[config.mk]
export PLATFORM = sky130hd
export DESIGN_NAME = cla_wide_add_seq
export DESIGN_NICKNAME = d
export VERILOG_FILES = /design/src/rtl/cla_seq_pkg.sv /design/src/rtl/cla_adder_word.sv /design/src/rtl/cla_wide_add_seq.sv
export SDC_FILE = /design/constraint.sdc
export NUM_CORES = 1
export LEC_CHECK = 0
export ABC_CLOCK_PERIOD_IN_PS = 6850
export BUFFER_PORTS_ARGS = -buffer_cell sky130_fd_sc_hd__buf_2
export CORE_ASPECT_RATIO = 0.7
export CORE_MARGIN = 2
export CORE_UTILIZATION = 30
export CTS_CLUSTER_SIZE = 14
export DETAILED_ROUTE_END_ITERATION = 7
export GPL_ROUTABILITY_DRIVEN = 0
export PLACE_DENSITY = 0.57
export SLEW_MARGIN = 10
export SYNTH_ARGS = -nofsm -noshare
export SYNTH_HDL_FRONTEND = slang
export SYNTH_HIERARCHICAL = 1
export SYNTH_SLANG_ARGS = --single-unit
[constraint.sdc]
create_clock -name clk -period 6.85 [get_ports clk]
set_input_delay 0 -clock clk [delete_from_list [all_inputs] [get_ports clk]]
set_output_delay 0 -clock clk [all_outputs]
set_load 0.01 [all_outputs]
[src/rtl/cla_seq_pkg.sv]
// Shared definitions for the wide add/subtract sequencer: FSM encoding,
// default geometry and a slice-index width helper.
package cla_seq_pkg;

  localparam int unsigned WORD_W_DEF    = 32;
  localparam int unsigned NUM_WORDS_DEF = 4;

  typedef logic [1:0] state_t;

  localparam state_t IDLE = 2'd0;
  localparam state_t RUN  = 2'd1;
  localparam state_t DONE = 2'd2;

  // A single-slice build still needs a one-bit index register.
  function automatic int unsigned idx_width(input int unsigned n);
    return (n > 1) ? $clog2(n) : 1;
  endfunction

endpackage

[src/rtl/cla_adder_word.sv]
// WORD_W-bit hierarchical carry-lookahead adder built from 4-bit lookahead
// cells: bit cells, then block cells over groups of four, then block carries.
module cla_lcu4 (
  input  logic [3:0] p,
  input  logic [3:0] g,
  input  logic       cin,
  output logic [3:0] c,
  output logic       pg,
  output logic       gg
);
  always_comb begin
    c[0] = cin;
    c[1] = g[0] | (p[0] & cin);
    c[2] = g[1] | (p[1] & g[0]) | (p[1] & p[0] & cin);
    c[3] = g[2] | (p[2] & g[1]) | (p[2] & p[1] & g[0]) | (p[2] & p[1] & p[0] & cin);
    pg   = &p;
    gg   = g[3] | (p[3] & g[2]) | (p[3] & p[2] & g[1]) | (p[3] & p[2] & p[1] & g[0]);
  end
endmodule

module cla_adder_word #(
  parameter int unsigned WORD_W = 32
) (
  input  logic [WORD_W-1:0] a,
  input  logic [WORD_W-1:0] b,
  input  logic              cin,
  output logic [WORD_W-1:0] sum,
  output logic              cout,
  output logic              c_msb
);
  localparam int unsigned NG = WORD_W / 4;
  localparam int unsigned NB = (NG + 3) / 4;

  logic [WORD_W-1:0] p;
  logic [WORD_W-1:0] g;
  logic [WORD_W-1:0] bc;
  logic [NG-1:0]     grp_p;
  logic [NG-1:0]     grp_g;
  logic [NB*4-1:0]   grp_p_pad;
  logic [NB*4-1:0]   grp_g_pad;
  logic [NB*4-1:0]   grp_c;
  logic [NB-1:0]     blk_p;
  logic [NB-1:0]     blk_g;
  logic [NB:0]       blk_c;

  assign p = a ^ b;
  assign g = a & b;

  for (genvar i = 0; i < NG; i++) begin : g_bit
    cla_lcu4 u_cell (
      .p   (p[4*i +: 4]),
      .g   (g[4*i +: 4]),
      .cin (grp_c[i]),
      .c   (bc[4*i +: 4]),
      .pg  (grp_p[i]),
      .gg  (grp_g[i])
    );
  end

  // Unused group slots propagate (p=1, g=0) so the block terms stay exact.
  if (NB * 4 > NG) begin : g_pad
    assign grp_p_pad = {{(NB*4-NG){1'b1}}, grp_p};
    assign grp_g_pad = {{(NB*4-NG){1'b0}}, grp_g};
  end else begin : g_nopad
    assign grp_p_pad = grp_p;
    assign grp_g_pad = grp_g;
  end

  for (genvar j = 0; j < NB; j++) begin : g_blk
    cla_lcu4 u_cell (
      .p   (grp_p_pad[4*j +: 4]),
      .g   (grp_g_pad[4*j +: 4]),
      .cin (blk_c[j]),
      .c   (grp_c[4*j +: 4]),
      .pg  (blk_p[j]),
      .gg  (blk_g[j])
    );
  end

  always_comb begin
    blk_c[0] = cin;
    for (int k = 0; k < NB; k++) begin
      blk_c[k+1] = blk_g[k] | (blk_p[k] & blk_c[k]);
    end
  end

  assign sum   = p ^ bc;
  assign cout  = blk_c[NB];
  assign c_msb = bc[WORD_W-1];

endmodule

[src/rtl/cla_wide_add_seq.sv]
// Wide add/subtract sequencer sharing one cla_adder_word across NUM_WORDS
// slices, LSB first. Define CLA_SEQ_OVF_EN to add the registered ovf output.
//
// Handshakes: a transfer happens on a rising edge where valid && ready.
// in_ready is high only in IDLE; out_valid is high only in DONE, and sum/cout
// (and ovf) are stable for as long as out_valid is high.
module cla_wide_add_seq
  import cla_seq_pkg::*;
#(
  parameter int unsigned WORD_W    = WORD_W_DEF,
  parameter int unsigned NUM_WORDS = NUM_WORDS_DEF,
  parameter int unsigned W         = WORD_W * NUM_WORDS
) (
  input  logic         clk,
  input  logic         rst_n,
  input  logic         in_valid,
  output logic         in_ready,
  input  logic [W-1:0] a,
  input  logic [W-1:0] b,
  input  logic         sub,
  output logic         out_valid,
  input  logic         out_ready,
  output logic [W-1:0] sum,
  output logic         cout,
  output logic [1:0]   dbg_state
`ifdef CLA_SEQ_OVF_EN
  ,
  output logic         ovf
`endif
);
  localparam int unsigned        IDX_W    = idx_width(NUM_WORDS);
  localparam logic [IDX_W-1:0]   LAST_IDX = IDX_W'(NUM_WORDS - 1);

  state_t            state_q, state_d;
  logic [W-1:0]      op_a_q, op_a_d;
  logic [W-1:0]      op_b_q, op_b_d;
  logic [W-1:0]      sum_q, sum_d;
  logic              carry_q, carry_d;
  logic              cout_q, cout_d;
  logic [IDX_W-1:0]  idx_q, idx_d;

  logic [WORD_W-1:0] slice_a;
  logic [WORD_W-1:0] slice_b;
  logic [WORD_W-1:0] add_sum;
  logic              add_cout;
  logic              add_c_msb;

  assign slice_a = op_a_q[int'(idx_q)*WORD_W +: WORD_W];
  assign slice_b = op_b_q[int'(idx_q)*WORD_W +: WORD_W];

  cla_adder_word #(.WORD_W(WORD_W)) u_adder (
    .a     (slice_a),
    .b     (slice_b),
    .cin   (carry_q),
    .sum   (add_sum),
    .cout  (add_cout),
    .c_msb (add_c_msb)
  );

  always_ff @(posedge clk or negedge rst_n) begin
    if (!rst_n) state_q <= IDLE;
    else        state_q <= state_d;
  end

  always_comb begin
    state_d = state_q;
    case (state_q)
      IDLE:    if (in_valid)            state_d = RUN;
      RUN:     if (idx_q == LAST_IDX)   state_d = DONE;
      DONE:    if (out_ready)           state_d = IDLE;
      default:                          state_d = IDLE;
    endcase
  end

  always_comb begin
    in_ready  = (state_q == IDLE);
    out_valid = (state_q == DONE);
    dbg_state = state_q;
  end

  // Subtract is A + ~B + 1: invert B once at accept and seed the carry with sub.
  always_comb begin
    op_a_d  = op_a_q;
    op_b_d  = op_b_q;
    sum_d   = sum_q;
    carry_d = carry_q;
    cout_d  = cout_q;
    idx_d   = idx_q;
    case (state_q)
      IDLE: begin
        if (in_valid) begin
          op_a_d  = a;
          op_b_d  = sub ? ~b : b;
          carry_d = sub;
          idx_d   = '0;
        end
      end
      RUN: begin
        sum_d[int'(idx_q)*WORD_W +: WORD_W] = add_sum;
        carry_d = add_cout;
        if (idx_q == LAST_IDX) begin
          cout_d = add_cout;
          idx_d  = '0;
        end else begin
          idx_d  = idx_q + 1'b1;
        end
      end
      default: ;
    endcase
  end

  always_ff @(posedge clk or negedge rst_n) begin
    if (!rst_n) begin
      op_a_q  <= '0;
      op_b_q  <= '0;
      sum_q   <= '0;
      carry_q <= 1'b0;
      cout_q  <= 1'b0;
      idx_q   <= '0;
    end else begin
      op_a_q  <= op_a_d;
      op_b_q  <= op_b_d;
      sum_q   <= sum_d;
      carry_q <= carry_d;
      cout_q  <= cout_d;
      idx_q   <= idx_d;
    end
  end

  assign sum  = sum_q;
  assign cout = cout_q;

`ifdef CLA_SEQ_OVF_EN
  logic ovf_q, ovf_d;

  always_comb begin
    ovf_d = ovf_q;
    if (state_q == RUN && idx_q == LAST_IDX) ovf_d = add_c_msb ^ add_cout;
  end

  always_ff @(posedge clk or negedge rst_n) begin
    if (!rst_n) ovf_q <= 1'b0;
    else        ovf_q <= ovf_d;
  end

  assign ovf = ovf_q;
`else
  logic unused_c_msb;
  assign unused_c_msb = add_c_msb;
`endif

endmodule

==> run metrics, run 1 <==
unique cell type count in the Yosys netlist 38; root buffer cell clkbuf_16; peak supply drop 459 uV; RSZ-0062 raised after global routing no; total power draw 14.4 mW; IO Port Bufs 393; Fin Hold WS 86.9 ps; Layout area overhead 36.1%; Layout Cell Area excl Fill 25200 um^2; Vias 14339; asr flop ratio synth 1.00; cells after synthesis 1566; Worst-path clk slew 60 ps; Initial Utilization 0.302; Yosys top cell area share 0.528; Synth area leader dfrtp_1; FF/Latch Area 9770 um^2; crit path kind reg -> reg; largest net degree at the start of global routing 243; synth top area cells dfrtp_1 (53%), mux4_2 (7.8%), mux2_2 (7.7%); Final Skew 19.5 ps; final WL 60600 um; Final ANT Viol Nets 0; Rows 76; highest clock rate 219 MHz; synthesized area per cell 11.8 um^2; max-slew violations 0; Mapped Area 18500 um^2; worst slew margin relative to its limit 0.166; critical path endpoint category flop; final worst path period need 4570 ps; Ports 394; per-cell routed wire length 20.1 um; Final Hold Fails 0; CTS buffer count 44; GRT Util Overall 0.189; Die W 301 um; post-DP HPWL 42400 um; count leader, synth dfrtp_1; Hold Crit Class in -> async; Avg Vias per Cell 4.75; dpl ws 2220 ps; setup tns final 0 ps; clock buffer depth 3; initial antenna violation count 5; critical path data arrival time 5020 ps; vias in the first global route 14596; P_leak 11.1 nW; setup slack after layout 2280 ps; Yosys reg bits 390; H-tree Lvls 2; first-pass GRT wire length 90800 um; Primary FF master, synth dfrtp_1; multi-input combinational cell area 8080 um^2; area of the core 61200 um^2; status finished, final reports clean; MaxCap Viol Count 0; # setup viols final 0; Sink Count 390; Pre-Repair DR Iteration Count 5; crit path launch type flop; GRT Residual Overflow 0; Critical Path RT 7300 ps; register area share after synthesis 0.528; NumNets Final 2461; synth cell count leaders dfrtp_1 (390), nand2_1 (164), a21oi_1 (158); Power Density 571 nW/um^2; Final Non-Filler Cells 3016; placed cells 2677; crit share post-route 0.667; layout cell share with drive strength beyond 1 0.317; clk_lat worst skew 560 ps; CP Max Fanout 39; FILL cells 5767; Remaining DRCs 0; clock tree from TritonCTS yes; First DRT Iteration DRCs 1123; Worst Max-Slew Pin Slew 1250 ps; chip height 212 um; post-CTS sizing 0; Syn Nets 1864; Die ar. 63600 um^2; EDFF count, synth 0; YS warnings 6; Area after DPL 21100 um^2; Finished Core Util 0.411
-- worst paths after layout --
check	start	endpoint	slack, ps	cells past startpoint
worst max register to register	idx_q[0]	sum[58]	2280	14
worst max-delay path	idx_q[0]	sum[58]	2280	14
worst min-delay path	rst_n	sum[72]	90	2
worst min register to register	sum[39]	sum[39]	480	2
max in group asynchronous	rst_n	op_a_q[31]	5420	3
min in group clk	sub	op_b_q[80]	90	3
-- cell type report --
cell class              instances  share of cell area
flip-flops and latches        390               0.388
diodes                          1           0.0000994
repair buffers                665               0.188
well taps                     819              0.0407
inverters                      15             0.00224
clock inverters                21              0.0110
clock buffers                  58              0.0491
multi-input cells            1047               0.321
-- logic make-up after synthesis --
group,synth area share
AO/OA/AOI/OAI,0.107
XOR/XNOR,0.0758
adder cells (fa/ha/maj),0.0250
buffers and inverters,0.0362
flip-flops,0.528
multiplexers,0.157
AND/OR/NAND/NOR,0.0710
-- state kept, by name (all words and copies together), names as in the netlist --
signal and count:
carry_q 1, dbg_state 2, op_a_q 128, sum 128, idx_q 2, op_b_q 128, cout 1
-- placed cells by master, fill, tap and decap left out, types with 7 or more instances in the layout --
cell,instances
ha_1,37
a21o_1,12
clkbuf_1,7
nand2_1,164
xnor2_1,128
inv_2,10
buf_4,9
buf_2,391
nor2_1,141
clkinv_2,8
dlygate4sd3_1,259
a21oi_2,10
mux2_2,127
mux4_2,64
dfrtp_1,388
clkbuf_16,45
xor2_1,32
o21ai_0,86
a21oi_1,158
a22o_1,61
-- power by group --
| group | switching [mW] | internal, mW | leakage (nW) |
|---|---|---|---|
| Sequential | 0.712 | 3.29 | 4.75 |
| Clock | 0.986 | 1.50 | 0.740 |
| Combinational | 5.07 | 2.83 | 5.64 |
| Total | 6.76 | 7.62 | 11.1 |
-- layer usage --
| metal | track usage | share of wire | vias to the layer above |
|---|---|---|---|
| met2 | 0.276 | 0.43 | 435 |
| met3 | 0.0389 | 0.062 | 60 |
| met4 | 0.0336 | 0.012 | 8 |
| li1 | - | - | 6646 |
| met5 | 0 | 0.0010 | - |
| met1 | 0.290 | 0.49 | 7190 |
-- worst max-delay path: stages, from the launching register on --
cell and delay (ps):
dfrtp_4 920, buf_4 680, mux4_2 610, ha_1 370, a21oi_1 130, o21ai_0 150
a21oi_2 170, inv_2 70, a21o_1 210, a21oi_2 170, inv_2 50, a21o_1 180
xor2_1 340, nand2_1 80, o21ai_0 170
-- what timing repair did --
item / CTS / global route
buffers inserted: 0 / 0
hold endpoints to repair: 363 / 0
hold buffers: 259 / 0
Power figures use the tool's default switching activity.
==> run 2, diff against run 1 <==
- ABC_CLOCK_PERIOD_IN_PS: 6850 -> 4300
- clock period: 6.85 -> 4.3 ns (I/O delays scaled with it)
==> run 2 against run 1 <==
Combinational power rose by 69%; via count increased by 1.7%; routed wire length rose by 1.2%; highest routed layer unchanged; worst setup slack got worse by 2000 ps.
==> run metrics, run 2 (synthesis gave the netlist of run 1 again) <==
MaxCap Viol Count 0; GRT Util Overall 0.192; vias in the first global route 14896; Ports 394; post-DP HPWL 43500 um; Initial Utilization 0.302; Worst Max-Slew Pin Slew 894 ps; root buffer cell clkbuf_16; Fin Hold WS 78.4 ps; critical path data arrival time 4440 ps; First DRT Iteration DRCs 970; crit path launch type flop; met1 WL 30400 um; met2 routed WL 25400 um; setup tns final 0 ps; highest clock rate 251 MHz; clk_lat worst skew 560 ps; GRT Residual Overflow 0; initial antenna violation count 2; clock buffer depth 3; per-cell routed wire length 20.2 um; total power draw 23.5 mW; setup slack after layout 321 ps; Area after DPL 21300 um^2; status finished, final reports clean; peak supply drop 686 uV; CTS buffer count 43; final WL 61400 um; clock tree from TritonCTS yes; Final Non-Filler Cells 3035; Power Density 927 nW/um^2; FILL cells 5736; Final Skew 19.5 ps; placed cells 2700; H-tree Lvls 2; max-slew violations 0; Die W 301 um; P_leak 11.2 nW; IO Port Bufs 393; commonest non-fill, non-tap cell in the layout buf_2; Sink Count 390; Pre-Repair DR Iteration Count 5; routed wl met3 4610 um; Layout area overhead 37.2%; Layout Cell Area excl Fill 25400 um^2; Rows 76; layout cell share with drive strength beyond 1 0.322; first-pass GRT wire length 91700 um; Finished Core Util 0.414; Vias 14589; CP Max Fanout 24; dpl ws 146 ps; critical path endpoint category flop; Final ANT Viol Nets 0; most frequent cells in the layout buf_2 (391), dfrtp_1 (388), dlygate4sd3_1 (259); Hold Crit Class in -> async; Critical Path RT 4760 ps; crit path kind reg -> reg; final worst path period need 3980 ps; top layer in use met5; RSZ-0062 raised after global routing no; NumNets Final 2483; largest net degree at the start of global routing 119; Final Hold Fails 0; worst slew margin relative to its limit 0.402; Worst-path clk slew 60 ps; # setup viols final 0; Avg Vias per Cell 4.81; Post-CTS Setup Bufs 0; area of the core 61200 um^2; Die ar. 63600 um^2; chip height 212 um; crit share post-route 0.925; Remaining DRCs 0
run 2: critical path: stages (launching register included):
cell and delay [ps]:
dfrtp_4 500, buf_12 240, mux4_2 540, ha_1 360, a21oi_1 140, o21ai_0 140, a21oi_1 160, o21ai_0 90
a21o_1 270, a21oi_2 220, inv_2 70, a21o_1 210, a21oi_2 170, o21ai_0 120, xor2_1 380, nand2_1 80
o21ai_0 170
run 2: timing repair:
action,4_1_cts,5_1_grt
setup endpoints to repair,0,19
gates resized for setup,0,4
hold buffers,259,0
hold endpoints to repair,356,0
run 2: final cells by class:
| cell class | instances | area, um^2 | area share |
|---|---|---|---|
| repair buffers | 688 | 4950 | 0.195 |
| well taps | 819 | 1020 | 0.0404 |
| flip-flops and latches | 390 | 9770 | 0.385 |
| inverters | 15 | 56.3 | 0.00222 |
| multi-input cells | 1047 | 8090 | 0.319 |
| clock buffers | 60 | 1240 | 0.0490 |
| diodes | 2 | 5.00 | 0.000197 |
| clock inverters | 14 | 226 | 0.00893 |
run 2: power by group:
| part | switching, mW | total (mW) | internal [mW] |
|---|---|---|---|
| combinational | 8.38 | 13.3 | 4.91 |
| sequential | 1.06 | 6.30 | 5.24 |
| clock | 1.55 | 3.92 | 2.37 |
| total | 11.0 | 23.5 | 12.5 |
run 2: worst paths after layout:
check	from	endpoint	slack, ps	cells past startpoint
worst max-delay path	idx_q[0]	sum[59]	320	16
worst min-delay path	rst_n	sum[74]	80	2
worst max register to register	idx_q[0]	sum[59]	320	16
worst min register to register	sum[54]	sum[54]	480	2
max in group asynchronous	rst_n	op_b_q[90]	3020	3
min in group clk	sub	op_b_q[3]	170	3
run 2: routing by layer:
| layer | vias up | GRT usage |
|---|---|---|
| li1 | 6701 | - |
| met1 | 7297 | 0.298 |
| met2 | 511 | 0.268 |
| met3 | 76 | 0.0443 |
| met4 | 4 | 0.0400 |
| met5 | - | 0 |
==> run 3, diff against run 2 <==
==> constraint.sdc (replaced) <==
create_clock -name clk -period 4.3 [get_ports clk]
set_input_delay 0.86 -clock clk [delete_from_list [all_inputs] [get_ports clk]]
set_output_delay 0.86 -clock clk [all_outputs]
set_load 0.01 [all_outputs]
==> run 3 against run 2 <==
Fmax shrank 2.7%; register-to-register slack lost 110 ps; critical endpoint is now sum[86]; clock skew shrank 8.0 ps; via count shrank 7.3%.
==> run metrics, run 3 (synthesis gave the netlist of run 1 again) <==
status finished, final reports clean; Final ANT Viol Nets 0; First DRT Iteration DRCs 979; Crit Reg-Reg Endpoint sum[86]; CP startpoint idx_q[0]; max-slew violations 0; worst slew margin relative to its limit 0.414; IO Port Bufs 393; Critical Path RT 4770 ps; Avg Vias per Cell 4.87; largest net degree at the start of global routing 176; Die W 301 um; reg-to-reg startpoint idx_q[0]; Remaining DRCs 0; Layout area overhead 23.4%; clock tree from TritonCTS yes; Worst-path clk slew 60 ps; final worst path period need 4090 ps; initial antenna violation count 9; setup tns final 0 ps; clk_lat worst skew 560 ps; MaxCap Viol Count 0; post-DP HPWL 43600 um; commonest non-fill, non-tap cell in the layout buf_2; crit path launch type flop; critical path data arrival time 4560 ps; chip height 212 um; area of the core 61200 um^2; Vias 13520; clock buffer depth 3; GRT Residual Overflow 0; H-tree Lvls 2; Die ar. 63600 um^2; critical path endpoint category flop; Initial Utilization 0.302; CP Max Fanout 15; first-pass GRT wire length 87500 um; Worst Max-Slew Pin Slew 877 ps; Hold Crit Class in -> async; crit path kind reg -> reg; GRT Util Overall 0.184; Final Hold Fails 0; Final Skew 11.5 ps; RSZ-0062 raised after global routing no; # setup viols final 0; CP Cell Sequence buf_12 > mux4_2 > ha_1 > a21oi_1 > o21ai_0 > a21oi_1 > o21ai_0 > a21o_1 > a21oi_2 > inv_2 > a21oi_2 > inv_2 > a21o_1 > xor2_1 > nand2_1 > o21ai_0; Rows 76; critical path's slowest cell mux4_2; Pre-Repair DR Iteration Count 5; final WL 59000 um; per-cell routed wire length 21.2 um; root buffer cell clkbuf_16; highest clock rate 245 MHz; vias in the first global route 13721; Ports 394; Worst R2R Setup Slack 210 ps; crit share post-route 0.951; Sink Count 390; layout cell share with drive strength beyond 1 0.368; CP most frequent cell o21ai_0; Critical Path Max Stage Delay 570 ps; FILL cells 6107; R2R depth 16; NumNets Final 2221; most frequent cells in the layout buf_2 (391), dfrtp_1 (388), nand2_1 (164); CTS buffer count 44
[run 3: cell count changes in the layout (fill, tap and decap cells not counted), sizes merged]
| cell | previous run | this run |
|---|---|---|
| inv | 16 | 19 |
| clkinvlp | 1 | 2 |
| bufinv | 6 | 4 |
| dlygate4sd3 | 259 | 0 |
| clkinv | 6 | 9 |
| buf | 429 | 425 |
[run 3: worst max-delay path: cells and delay by family, from the launching register on]
family | cells | cell delay (ps)
AO/OA/AOI/OAI | 9 | 1640
XOR/XNOR | 1 | 560
adder cells (fa/ha/maj) | 1 | 360
buffers and inverters | 3 | 320
flip-flops | 1 | 450
multiplexers | 1 | 570
AND/OR/NAND/NOR | 1 | 90
[run 3: cell type report]
type                            instances  area, um^2  area share
Sequential cell                       390        9770       0.428
Multi-Input combinational cell       1047        8100       0.355
Timing Repair Buffer                  425        2360       0.103
Clock buffer                           60        1270      0.0558
Tap cell                              819        1020      0.0449
Clock inverter                         19         229      0.0100
Inverter                               15        56.3     0.00247
Antenna cell                            2        5.00    0.000219
[run 3: worst max-delay path by stage]
stage,end,slack (ps)
floorplan,sum[58],530
global placement,sum[86],190
detailed placement,sum[86],130
CTS,sum[86],70
global route,sum[63],1
finish,sum[86],210
[run 3: per-layer routing]
metal  part of all wire  track usage
met1               0.50        0.288
met2               0.41        0.255
met3              0.077       0.0447
met4              0.013       0.0333
met5             0.0012            0
[run 3: stage by stage]
stage,util,instances,area [um^2],setup slack (ps),hold WS (ps)
detailed placement,0.347,2695,21300,127,469
floorplan,-,1566,18500,529,452
CTS,0.372,2774,22800,72.4,285
global placement,0.347,2695,21300,191,459
global route,0.372,2775,22800,1.41,314
finish,0.373,2777,22800,212,291
[run 3: repair_timing]
item                                    4_1_cts  5_1_grt
buffers inserted                              0        1
gates resized for setup                       0        5
endpoints found under the setup margin        0       27
hold buffers                                  0        0
Power of run 3 is left out: the tool's default activity adds up to more than one toggle a clock period on the data nets, which glitch-free logic cannot reach.
